`config.mk`:
```
export PLATFORM = sky130hd
export DESIGN_NAME = proc_core_param
export DESIGN_NICKNAME = d
export VERILOG_FILES = /design/src/rtl/proc_pkg.sv /design/src/rtl/proc_alu.sv /design/src/rtl/register_n.sv /design/src/rtl/sign_extender.sv /design/src/rtl/proc_core_param.sv
export SDC_FILE = /design/constraint.sdc
export NUM_CORES = 1
export LEC_CHECK = 0
export ABC_AREA = 1
export BUFFER_PORTS_ARGS = -buffer_cell sky130_fd_sc_hd__buf_2
export CAP_MARGIN = 20
export CORE_UTILIZATION = 46
export DETAILED_ROUTE_END_ITERATION = 12
export SLEW_MARGIN = 20
export SYNTH_ARGS = -nofsm -noshare
export SYNTH_HDL_FRONTEND = slang
export SYNTH_HIERARCHICAL = 1
export SYNTH_SLANG_ARGS = --single-unit
```
`constraint.sdc`:
```
create_clock -name clk -period 6.6 [get_ports clk]
set_input_delay 1.65 -clock clk [delete_from_list [all_inputs] [get_ports clk]]
set_output_delay 1.65 -clock clk [all_outputs]
set_load 0.03 [all_outputs]
```
`src/rtl/proc_pkg.sv`:
```
`default_nettype none
// +----------------------------------------------------------------------+
// | proc_pkg : shared types and IR field helpers for proc_core_param     |
// | Rev 1.0                                                              |
// +----------------------------------------------------------------------+
package proc_pkg;

  typedef enum logic [2:0] {
    OP_DISP = 3'b000,
    OP_ADD  = 3'b001,
    OP_ADDI = 3'b010,
    OP_SUB  = 3'b011,
    OP_MUL  = 3'b100,
    OP_SRL  = 3'b101,
    OP_SLL  = 3'b110,
    OP_MOVI = 3'b111
  } opcode_t;

  typedef enum logic [1:0] {
    S_IDLE = 2'd0,
    S_T1   = 2'd1,
    S_T2   = 2'd2,
    S_T3   = 2'd3
  } state_t;

  typedef enum logic [1:0] {
    BUS_RX  = 2'd0,
    BUS_G   = 2'd1,
    BUS_IMM = 2'd2
  } bus_sel_t;

  localparam int MAX_IW = 32;

  // IR layout is {op, rx, ry}; rw is the register-index width.
  function automatic opcode_t ir_op(input logic [MAX_IW-1:0] ir, input int rw);
    return opcode_t'(ir[2*rw +: 3]);
  endfunction

  function automatic logic [7:0] ir_rx(input logic [MAX_IW-1:0] ir, input int rw);
    logic [MAX_IW-1:0] v;
    v = (ir >> rw) & ((MAX_IW'(1) << rw) - MAX_IW'(1));
    return v[7:0];
  endfunction

  function automatic logic [7:0] ir_ry(input logic [MAX_IW-1:0] ir, input int rw);
    logic [MAX_IW-1:0] v;
    v = ir & ((MAX_IW'(1) << rw) - MAX_IW'(1));
    return v[7:0];
  endfunction

endpackage
`default_nettype wire

```
`src/rtl/proc_alu.sv`:
```
`default_nettype none
// +----------------------------------------------------------------------+
// | proc_alu : combinational ALU; all width/wrap/shift rules live here   |
// | Rev 1.0                                                              |
// +----------------------------------------------------------------------+
module proc_alu
  import proc_pkg::*;
#(
  parameter int DATA_W = 16
) (
  input  opcode_t           op,
  input  logic [DATA_W-1:0] a,
  input  logic [DATA_W-1:0] b,
  output logic [DATA_W-1:0] y
);

  localparam int SW = $clog2(DATA_W);

  logic [SW-1:0] w_sh;
  assign w_sh = b[SW-1:0];

  // Results are DATA_W wide, so add/sub/mul wrap and keep the low bits.
  always_comb begin
    y = b;
    case (op)
      OP_ADD, OP_ADDI: y = a + b;
      OP_SUB:          y = a - b;
      OP_MUL:          y = a * b;
      OP_SRL:          y = a >> w_sh;
      OP_SLL:          y = a << w_sh;
      default:         y = b;
    endcase
  end

endmodule
`default_nettype wire

```
`src/rtl/register_n.sv`:
```
`default_nettype none
// +----------------------------------------------------------------------+
// | register_n : W-bit load-enable register, synchronous reset           |
// | Rev 1.0                                                              |
// +----------------------------------------------------------------------+
module register_n #(
  parameter int W = 16
) (
  input  logic         clk,
  input  logic         rst,
  input  logic         en,
  input  logic [W-1:0] d,
  output logic [W-1:0] q
);

  always_ff @(posedge clk) begin
    if (rst) begin
      q <= '0;
    end else if (en) begin
      q <= d;
    end
  end

endmodule
`default_nettype wire

```
`src/rtl/sign_extender.sv`:
```
`default_nettype none
// +----------------------------------------------------------------------+
// | sign_extender : IN_W -> OUT_W two's-complement resize                |
// | Rev 1.1                                                              |
// +----------------------------------------------------------------------+
module sign_extender #(
  parameter int IN_W  = 9,
  parameter int OUT_W = 16
) (
  input  logic [IN_W-1:0]  in_val,
  output logic [OUT_W-1:0] out_val
);

  generate
    if (OUT_W > IN_W) begin : g_extend
      assign out_val = {{(OUT_W-IN_W){in_val[IN_W-1]}}, in_val};
    end else if (OUT_W == IN_W) begin : g_pass
      assign out_val = in_val;
    end else begin : g_trunc
      // Narrow datapaths keep only the low bits of the immediate.
      assign out_val = in_val[OUT_W-1:0];
    end
  endgenerate

endmodule
`default_nettype wire

```
`src/rtl/proc_core_param.sv`:
```
`default_nettype none
// +----------------------------------------------------------------------+
// | proc_core_param : parametrised multi-cycle accumulator-style core    |
// | Rev 2.0                                                              |
// +----------------------------------------------------------------------+
module proc_core_param
  import proc_pkg::*;
#(
  parameter  int DATA_W = 16,
  parameter  int NREG   = 8,
  localparam int RW     = $clog2(NREG),
  localparam int IW     = 3 + 2*RW
) (
  input  logic              clk,
  input  logic              rst,
  input  logic              run,
  input  logic [IW-1:0]     din,
  output logic              done,
  output logic              busy,
  output logic [DATA_W-1:0] h_out
);

  state_t            r_state, w_next;
  logic [IW-1:0]     r_ir;
  logic [DATA_W-1:0] r_a, r_b, r_g, r_h;

  opcode_t           w_op;
  logic [RW-1:0]     w_rx, w_ry;
  logic [DATA_W-1:0] w_imm, w_alu_y, w_bus;
  logic [DATA_W-1:0] w_rf [NREG];
  bus_sel_t          w_bus_sel;
  logic              w_ir_ld, w_ab_ld, w_g_ld, w_h_ld, w_rf_we;

  assign w_op = ir_op(32'(r_ir), RW);
  assign w_rx = RW'(ir_rx(32'(r_ir), RW));
  assign w_ry = RW'(ir_ry(32'(r_ir), RW));

  sign_extender #(.IN_W(IW), .OUT_W(DATA_W)) u_sext (
    .in_val  (din),
    .out_val (w_imm)
  );

  generate
    for (genvar i = 0; i < NREG; i++) begin : g_regs
      register_n #(.W(DATA_W)) u_reg (
        .clk (clk),
        .rst (rst),
        .en  (w_rf_we && (w_rx == RW'(i))),
        .d   (w_bus),
        .q   (w_rf[i])
      );
    end
  endgenerate

  always_comb begin
    w_bus = r_g;
    case (w_bus_sel)
      BUS_RX:  w_bus = w_rf[w_rx];
      BUS_IMM: w_bus = w_imm;
      default: w_bus = r_g;
    endcase
  end

  proc_alu #(.DATA_W(DATA_W)) u_alu (
    .op (w_op),
    .a  (r_a),
    .b  (r_b),
    .y  (w_alu_y)
  );

  always_ff @(posedge clk) begin
    if (rst) begin
      r_state <= S_IDLE;
    end else begin
      r_state <= w_next;
    end
  end

  always_comb begin
    w_next    = r_state;
    w_bus_sel = BUS_G;
    w_ir_ld   = 1'b0;
    w_ab_ld   = 1'b0;
    w_g_ld    = 1'b0;
    w_h_ld    = 1'b0;
    w_rf_we   = 1'b0;
    done      = 1'b0;
    busy      = (r_state != S_IDLE);
    case (r_state)
      S_IDLE: begin
        if (run) begin
          w_ir_ld = 1'b1;
          w_next  = S_T1;
        end
      end
      S_T1: begin
        case (w_op)
          OP_DISP: begin
            w_bus_sel = BUS_RX;
            w_h_ld    = 1'b1;
            done      = 1'b1;
            w_next    = S_IDLE;
          end
          OP_MOVI: begin
            w_bus_sel = BUS_IMM;
            w_rf_we   = 1'b1;
            done      = 1'b1;
            w_next    = S_IDLE;
          end
          default: begin
            w_bus_sel = BUS_RX;
            w_ab_ld   = 1'b1;
            w_next    = S_T2;
          end
        endcase
      end
      S_T2: begin
        w_g_ld = 1'b1;
        w_next = S_T3;
      end
      S_T3: begin
        w_bus_sel = BUS_G;
        w_rf_we   = 1'b1;
        done      = 1'b1;
        w_next    = S_IDLE;
      end
      default: w_next = S_IDLE;
    endcase
  end

  // A and B both sample in T1, so rx==ry sees the pre-instruction value.
  always_ff @(posedge clk) begin
    if (rst) begin
      r_ir <= '0;
      r_a  <= '0;
      r_b  <= '0;
      r_g  <= '0;
      r_h  <= '0;
    end else begin
      if (w_ir_ld) r_ir <= din;
      if (w_ab_ld) begin
        r_a <= w_bus;
        r_b <= (w_op == OP_ADDI) ? w_imm : w_rf[w_ry];
      end
      if (w_g_ld) r_g <= w_alu_y;
      if (w_h_ld) r_h <= w_bus;
    end
  end

  assign h_out = r_h;

endmodule
`default_nettype wire

```
* Yosys cells after proc, flatten, opt, wreduce, memory -nomap -nowiden
Cells that the tools add are included.
** Storage, ports and cells
- Register bits after elaboration :: 203
- Output and inout port bits :: 18
- Input bits :: 12
** Operators by class
- Equality and inequality tests :: 19
- Bitwise gates (word level) :: 2
- Add/sub/neg operators :: 2
- Multiplexer cells :: 25
- Reductions and logical operators :: 15
- Order comparisons :: 2
- Shift-type cells :: 2
- $mul :: 1
** Operator list (count)
- $bmux W16 S3 :: 2
- $mux W16 :: 5
- $pmux W16 S5 :: 1
- $pmux W16 S2 :: 1
- $eq A3 B3 Y1 const B :: 8
- $add A16 B16 Y16 :: 1
- $mul A16 B16 Y16 :: 1
- $shl A16 B4 Y16 :: 1
- $shr A16 B4 Y16 :: 1
- $sub A16 B16 Y16 :: 1
- $eq A3 B2 Y1 const B :: 4
- $mux W1 :: 9
- $ge A4 B4 Y1 const B :: 2
- $logic_and A1 B1 Y1 :: 8
- $mux W2 :: 4
- $not A3 Y4 :: 2
- $pmux W2 S4 :: 1
- $eq A2 B2 Y1 const B :: 3
- $eq A3 B1 Y1 const B :: 2
- $logic_not A3 Y1 :: 2
- $logic_not A2 Y1 :: 2
- $pmux W1 S2 :: 2
- $reduce_or A2 Y1 :: 2
- $eq A2 B1 Y1 const B :: 1
- other kinds (2) :: 2

* Longest topological paths before layout
- Depth in word-level cells :: 5
- Depth in mapped cells :: 33
- Depth with buffers taken out :: 31

* Hierarchy
Netlist, hierarchy kept.
** By module, submodules not included
- proc_alu :: cells each 1168, times used 1, seq. area each 0.0 um2, area each 7046.8 um2
- proc_core_param :: cells each 1090, times used 1, seq. area each 1501.4 um2, area each 5913.2 um2
- register_n :: cells each 101, times used 8, seq. area each 320.3 um2, area each 670.6 um2
- sign_extender :: cells each 16, times used 1, seq. area each 0.0 um2, area each 120.1 um2

* Worst setup path after synthesis
No wires, ideal clock.
- Path kind :: flip-flop to flip-flop
- From :: register r_b[1]
- To :: register r_g[15]
- Data required time :: 6.484 ns
- Stages on the path, launching flop included :: 30
- Arrival time :: 5.544 ns
- Clock period less this slack :: 5.660 ns
- Buffers on the path :: 4
- Path slack :: 0.940 ns
- Cell sequence :: dfxtp_1 -> buf_4 -> buf_2 -> buf_4 -> clkbuf_1 -> nand2_1 -> fa_1 -> fa_1 -> inv_1 -> fa_1 -> fa_1 -> fa_1 -> inv_1 -> fa_1 -> inv_1 -> ha_1 -> inv_1 -> o21ai_0 -> nor2_1 -> nand3_1 -> nand2_1 -> nand2_1 -> nand2_1 -> nand2_1 -> inv_1 -> nand3_1 -> nand3_1 -> nand4_1 -> nor2_1 -> nor2_1
** Between the ends
- Cells in the longest elaborated chain, start to end :: 2
- Elaborated cells between the ends (all ways) :: 6
- Classes of those cells :: add/sub: 2; mul: 1; shift: 2; mux: 1
** Ends and longest elaborated chain
- start, declared :: RTL line proc_core_param.sv:25 : logic [DATA_W-1:0] r_a, r_b, r_g, r_h;
- start signal, assigned :: RTL line proc_core_param.sv:143 : r_b <= (w_op == OP_ADDI) ? w_imm : w_rf[w_ry];
- $mul A16 B16 Y16, or another cell as far along :: RTL line proc_alu.sv:28 : OP_MUL: y = a * b;
- $pmux W16 S5 * :: RTL line proc_alu.sv:25 : case (op)
- net w_alu_y[15] :: RTL line proc_core_param.sv:29 : logic [DATA_W-1:0] w_imm, w_alu_y, w_bus;
- end signal, assigned :: RTL line proc_core_param.sv:145 : if (w_g_ld) r_g <= w_alu_y;
- end, declared :: RTL line proc_core_param.sv:25
Mark *: on every way through the listed nets, which the timed path passes. The rest lies on a longest branch.
A chain may end at the register's enable or synchronous reset.

* Worst setup path in the final report
- From :: register r_a[7]
- To :: register r_g[14]
** Between the ends
- Cells in the longest elaborated chain, start to end :: 2
- Elaborated cells between the ends (all ways) :: 6
- Classes of those cells :: add/sub: 2; mul: 1; shift: 2; mux: 1
** Ends and longest elaborated chain
- start, declared :: RTL line proc_core_param.sv:25
- start signal, assigned :: RTL line proc_core_param.sv:142 : r_a <= w_bus;
- $mul A16 B16 Y16, or another cell as far along :: RTL line proc_alu.sv:28
- $pmux W16 S5 * :: RTL line proc_alu.sv:25
- net w_alu_y[14] :: RTL line proc_core_param.sv:29
Marks and branches as above.

==> flow_metrics.env <==
export IMPL_drtIter0Drc=1692
export IMPL_dp_slack_ns=0.935
export IMPL_synth_edf_count=0
export IMPL_total_power_mw=3.85
export IMPL_final_area_um2=19200
export IMPL_vias_per_cell=5.34
export IMPL_fin_util_pct=49.1
export IMPL_critPathLaunchType="flop"
export IMPL_period_needed_ns=5.73
export IMPL_yosysWarningCount=6
export IMPL_power_density_nw_per_um2=201
export IMPL_post_cts_buffers=0
export IMPL_seq_area_frac_synth_pct=22.0
export IMPL_relSlewSlack_pct=32.1
export IMPL_critPathKind="flop to flop"
export IMPL_vias=18854
export IMPL_cts_tree="done"
export IMPL_die_area_um2=40900
export IMPL_ctsHoldBuffers=0
export IMPL_netlist_area_um2=18400
export IMPL_syn_area_per_cell_um2=5.98
export IMPL_grt_pass1_wl_um=101000
export IMPL_htreeDepth=1
export IMPL_clockBufferDepth=3
export IMPL_wl_per_cell_um=18.3
export IMPL_synth_distinct_cells=55
export IMPL_start_util_pct=47.2
export IMPL_hold_violations=0
export IMPL_fin_setup_tns_ns=0
export IMPL_grt_use_total_pct=31.8
export IMPL_clock_skew_ns=0.0115
export IMPL_maxCapViolations=0
export IMPL_cts_sinks=203
export IMPL_clock_latency_ns=0.53
export IMPL_die_h_um=202
export IMPL_ir_drop_uv=203
export IMPL_nets=3163
export IMPL_synth_cells=3082
export IMPL_critPathRequiredTime_ns=7.02
export IMPL_grt_pass1_vias=17830
export IMPL_synthArstFlopShare_pct=0
export IMPL_worstMarginPinSlew_ns=1.02
export IMPL_status="finished, final reports clean"
export IMPL_end_kind="flop"
export IMPL_drc=0
export IMPL_antennaDiodeCount=0
export IMPL_power_leakage_nw=9.62
export IMPL_dp_hpwl_um=45000
export IMPL_cts_reportedPaths_clkPinSlew_ns=0.07
export IMPL_finalMaxSlewViolations=0
export IMPL_overflow=0
export IMPL_gp_congestion=1.03
export IMPL_synth_seq_cells=203
export IMPL_antenna_found_initial=0
export IMPL_path_max_fanout=14
export IMPL_ios=30
export IMPL_numCtsBuffers=24
export IMPL_syn_nets=3242
export IMPL_grt_setup_unrepaired="false"
export IMPL_ant_nets=0
export IMPL_setup_viol=0
export IMPL_fp_dieW_um=202
export IMPL_wl_um=64700
export IMPL_grt_max_degree=74
export IMPL_port_buffers=29
export IMPL_cts_resized=0
export IMPL_coreArea_um2=39100
export IMPL_ys_flop_type="dfxtp_1"
export IMPL_syn2layout_area_growth_pct=4.06
export IMPL_hp_class="flop to flop"
export IMPL_placed_area_um2=18400
export IMPL_final_fill_count=4213
export IMPL_root_buffer="clkbuf_16"
export IMPL_drive_gt1_share_pct=5.57
export IMPL_worstPathArrival_ns=6.14
export IMPL_max_freq_mhz=175
export IMPL_final_period_utilization_pct=86.8
export IMPL_first_pass_iters=6
export IMPL_fin_ws_ns=0.874
export IMPL_rows=72
[cells in the mapped netlist, types with 4 or more instances]
cell type | number | share of area, %
a211oi_1 | 7 | 0.28
a21oi_1 | 100 | 2.7
a22oi_1 | 4 | 0.16
a31oi_1 | 7 | 0.24
buf_1 | 7 | 0.14
buf_2 | 50 | 1.4
buf_4 | 38 | 1.5
buf_6 | 36 | 2.2
clkbuf_1 | 35 | 0.71
clkinv_1 | 4 | 0.081
dfxtp_1 | 203 | 22
fa_1 | 81 | 8.8
ha_1 | 67 | 4.5
inv_1 | 488 | 9.9
inv_2 | 13 | 0.26
nand2_1 | 1018 | 21
nand2_2 | 6 | 0.20
nand3_1 | 214 | 5.8
nand4_1 | 10 | 0.34
nor2_1 | 422 | 8.6
nor2_2 | 20 | 0.68
nor2_4 | 4 | 0.24
nor3_1 | 11 | 0.30
o2111ai_1 | 8 | 0.38
o211ai_1 | 11 | 0.45
o21a_1 | 16 | 0.65
o21ai_0 | 121 | 3.3
o21ai_1 | 19 | 0.52
o22ai_1 | 6 | 0.20
o31ai_1 | 4 | 0.16
xnor2_1 | 5 | 0.24
xor2_1 | 14 | 0.66
[worst max-delay path: stages, from the launching register on]
cell     delay (ns)
dfxtp_1        0.77
nand2_1        0.15
fa_1           0.51
fa_1           0.46
fa_1           0.52
fa_1           0.54
inv_1          0.05
fa_1           0.47
inv_1          0.05
fa_1           0.48
inv_1          0.05
ha_1           0.33
inv_1          0.09
nor4_1         0.41
nand3_1        0.12
nand3_1        0.13
a21oi_1        0.07
o21ai_0        0.11
nand4_1        0.12
nor2_1         0.12
nor2_1         0.06
[state kept, by name, summed over array words and instances (netlist names), named ones only]
register / cells
g_regs.u_reg/q: 128
h_out: 16
r_a: 16
r_b: 16
r_g: 16
r_ir: 9
r_state: 1
[per-stage QoR]
step | hold slack (ns) | std cells
finish | 0.480 | 3534
global route | 0.504 | 3534
CTS | 0.482 | 3534
detailed placement | 0.474 | 3495
global placement | 0.468 | 3495
floorplan | 0.460 | 3082
[worst paths after layout]
check / start / end / slack [ns] / cells after the start
max: r_a[7]$_SDFFE_PP0P_ / r_g[14]$_SDFFE_PP0P_ / 0.87 / 20
min reg2reg: g_regs[7].u_reg/q[11]$_SDFFE_PP0P_ / g_regs[7].u_reg/q[11]$_SDFFE_PP0P_ / 0.48 / 2
min: g_regs[7].u_reg/q[11]$_SDFFE_PP0P_ / g_regs[7].u_reg/q[11]$_SDFFE_PP0P_ / 0.48 / 2
max reg2reg: r_a[7]$_SDFFE_PP0P_ / r_g[14]$_SDFFE_PP0P_ / 0.87 / 20
[power by group]
group          switching, mW  internal [mW]  total (mW)
clock                  0.540          0.800        1.34
combinational          0.824          0.336        1.16
sequential            0.0827           1.27        1.35
[per-layer routing]
layer | vias up | GRT usage [%] | share of wire, %
met4 | 0 | 14.7 | 4.8
met3 | 167 | 3.43 | 6.9
li1 | 9182 | - | -
met5 | - | 0 | 0
met1 | 8735 | 40.3 | 41
met2 | 770 | 53.9 | 47
[layout by cell type (no fill, tap or decap), types with 7 or more instances in the layout]
cell and instances:
nand2_1 1018, inv_1 487, nor2_1 414, nand3_1 214, dfxtp_1 201, o21ai_0 121, a21oi_1 100, fa_1 81
ha_1 67, buf_4 35, buf_2 29, nor2_2 27, clkbuf_16 25, o21ai_1 19, o21a_1 16, xor2_1 14
inv_2 13, o211ai_1 11, nor3_1 11, nand4_1 10, o2111ai_1 8, a31oi_1 7, a211oi_1 7, clkbuf_8 7
[logic make-up after synthesis]
group | count (synthesis) | share of synthesized area (%)
XOR/XNOR | 19 | 0.902
AO/OA/AOI/OAI | 315 | 9.62
buffers and inverters | 677 | 16.4
adder cells (fa/ha/maj) | 148 | 13.3
AND/OR/NAND/NOR | 1719 | 37.6
flip-flops | 203 | 22.0
multiplexers | 1 | 0.0543
[cell type report]
type / count / area [um^2] / share of cell area (%)
multi-input combinational: 2202 / 11400 / 59.3
sequential: 203 / 4070 / 21.2
inverter: 508 / 1920 / 9.99
clock buffer: 36 / 737 / 3.84
tap: 518 / 648 / 3.38
timing repair buffer: 64 / 408 / 2.13
clock inverter: 3 / 40.0 / 0.209
Note: power is estimated with default switching activity, not from simulation.
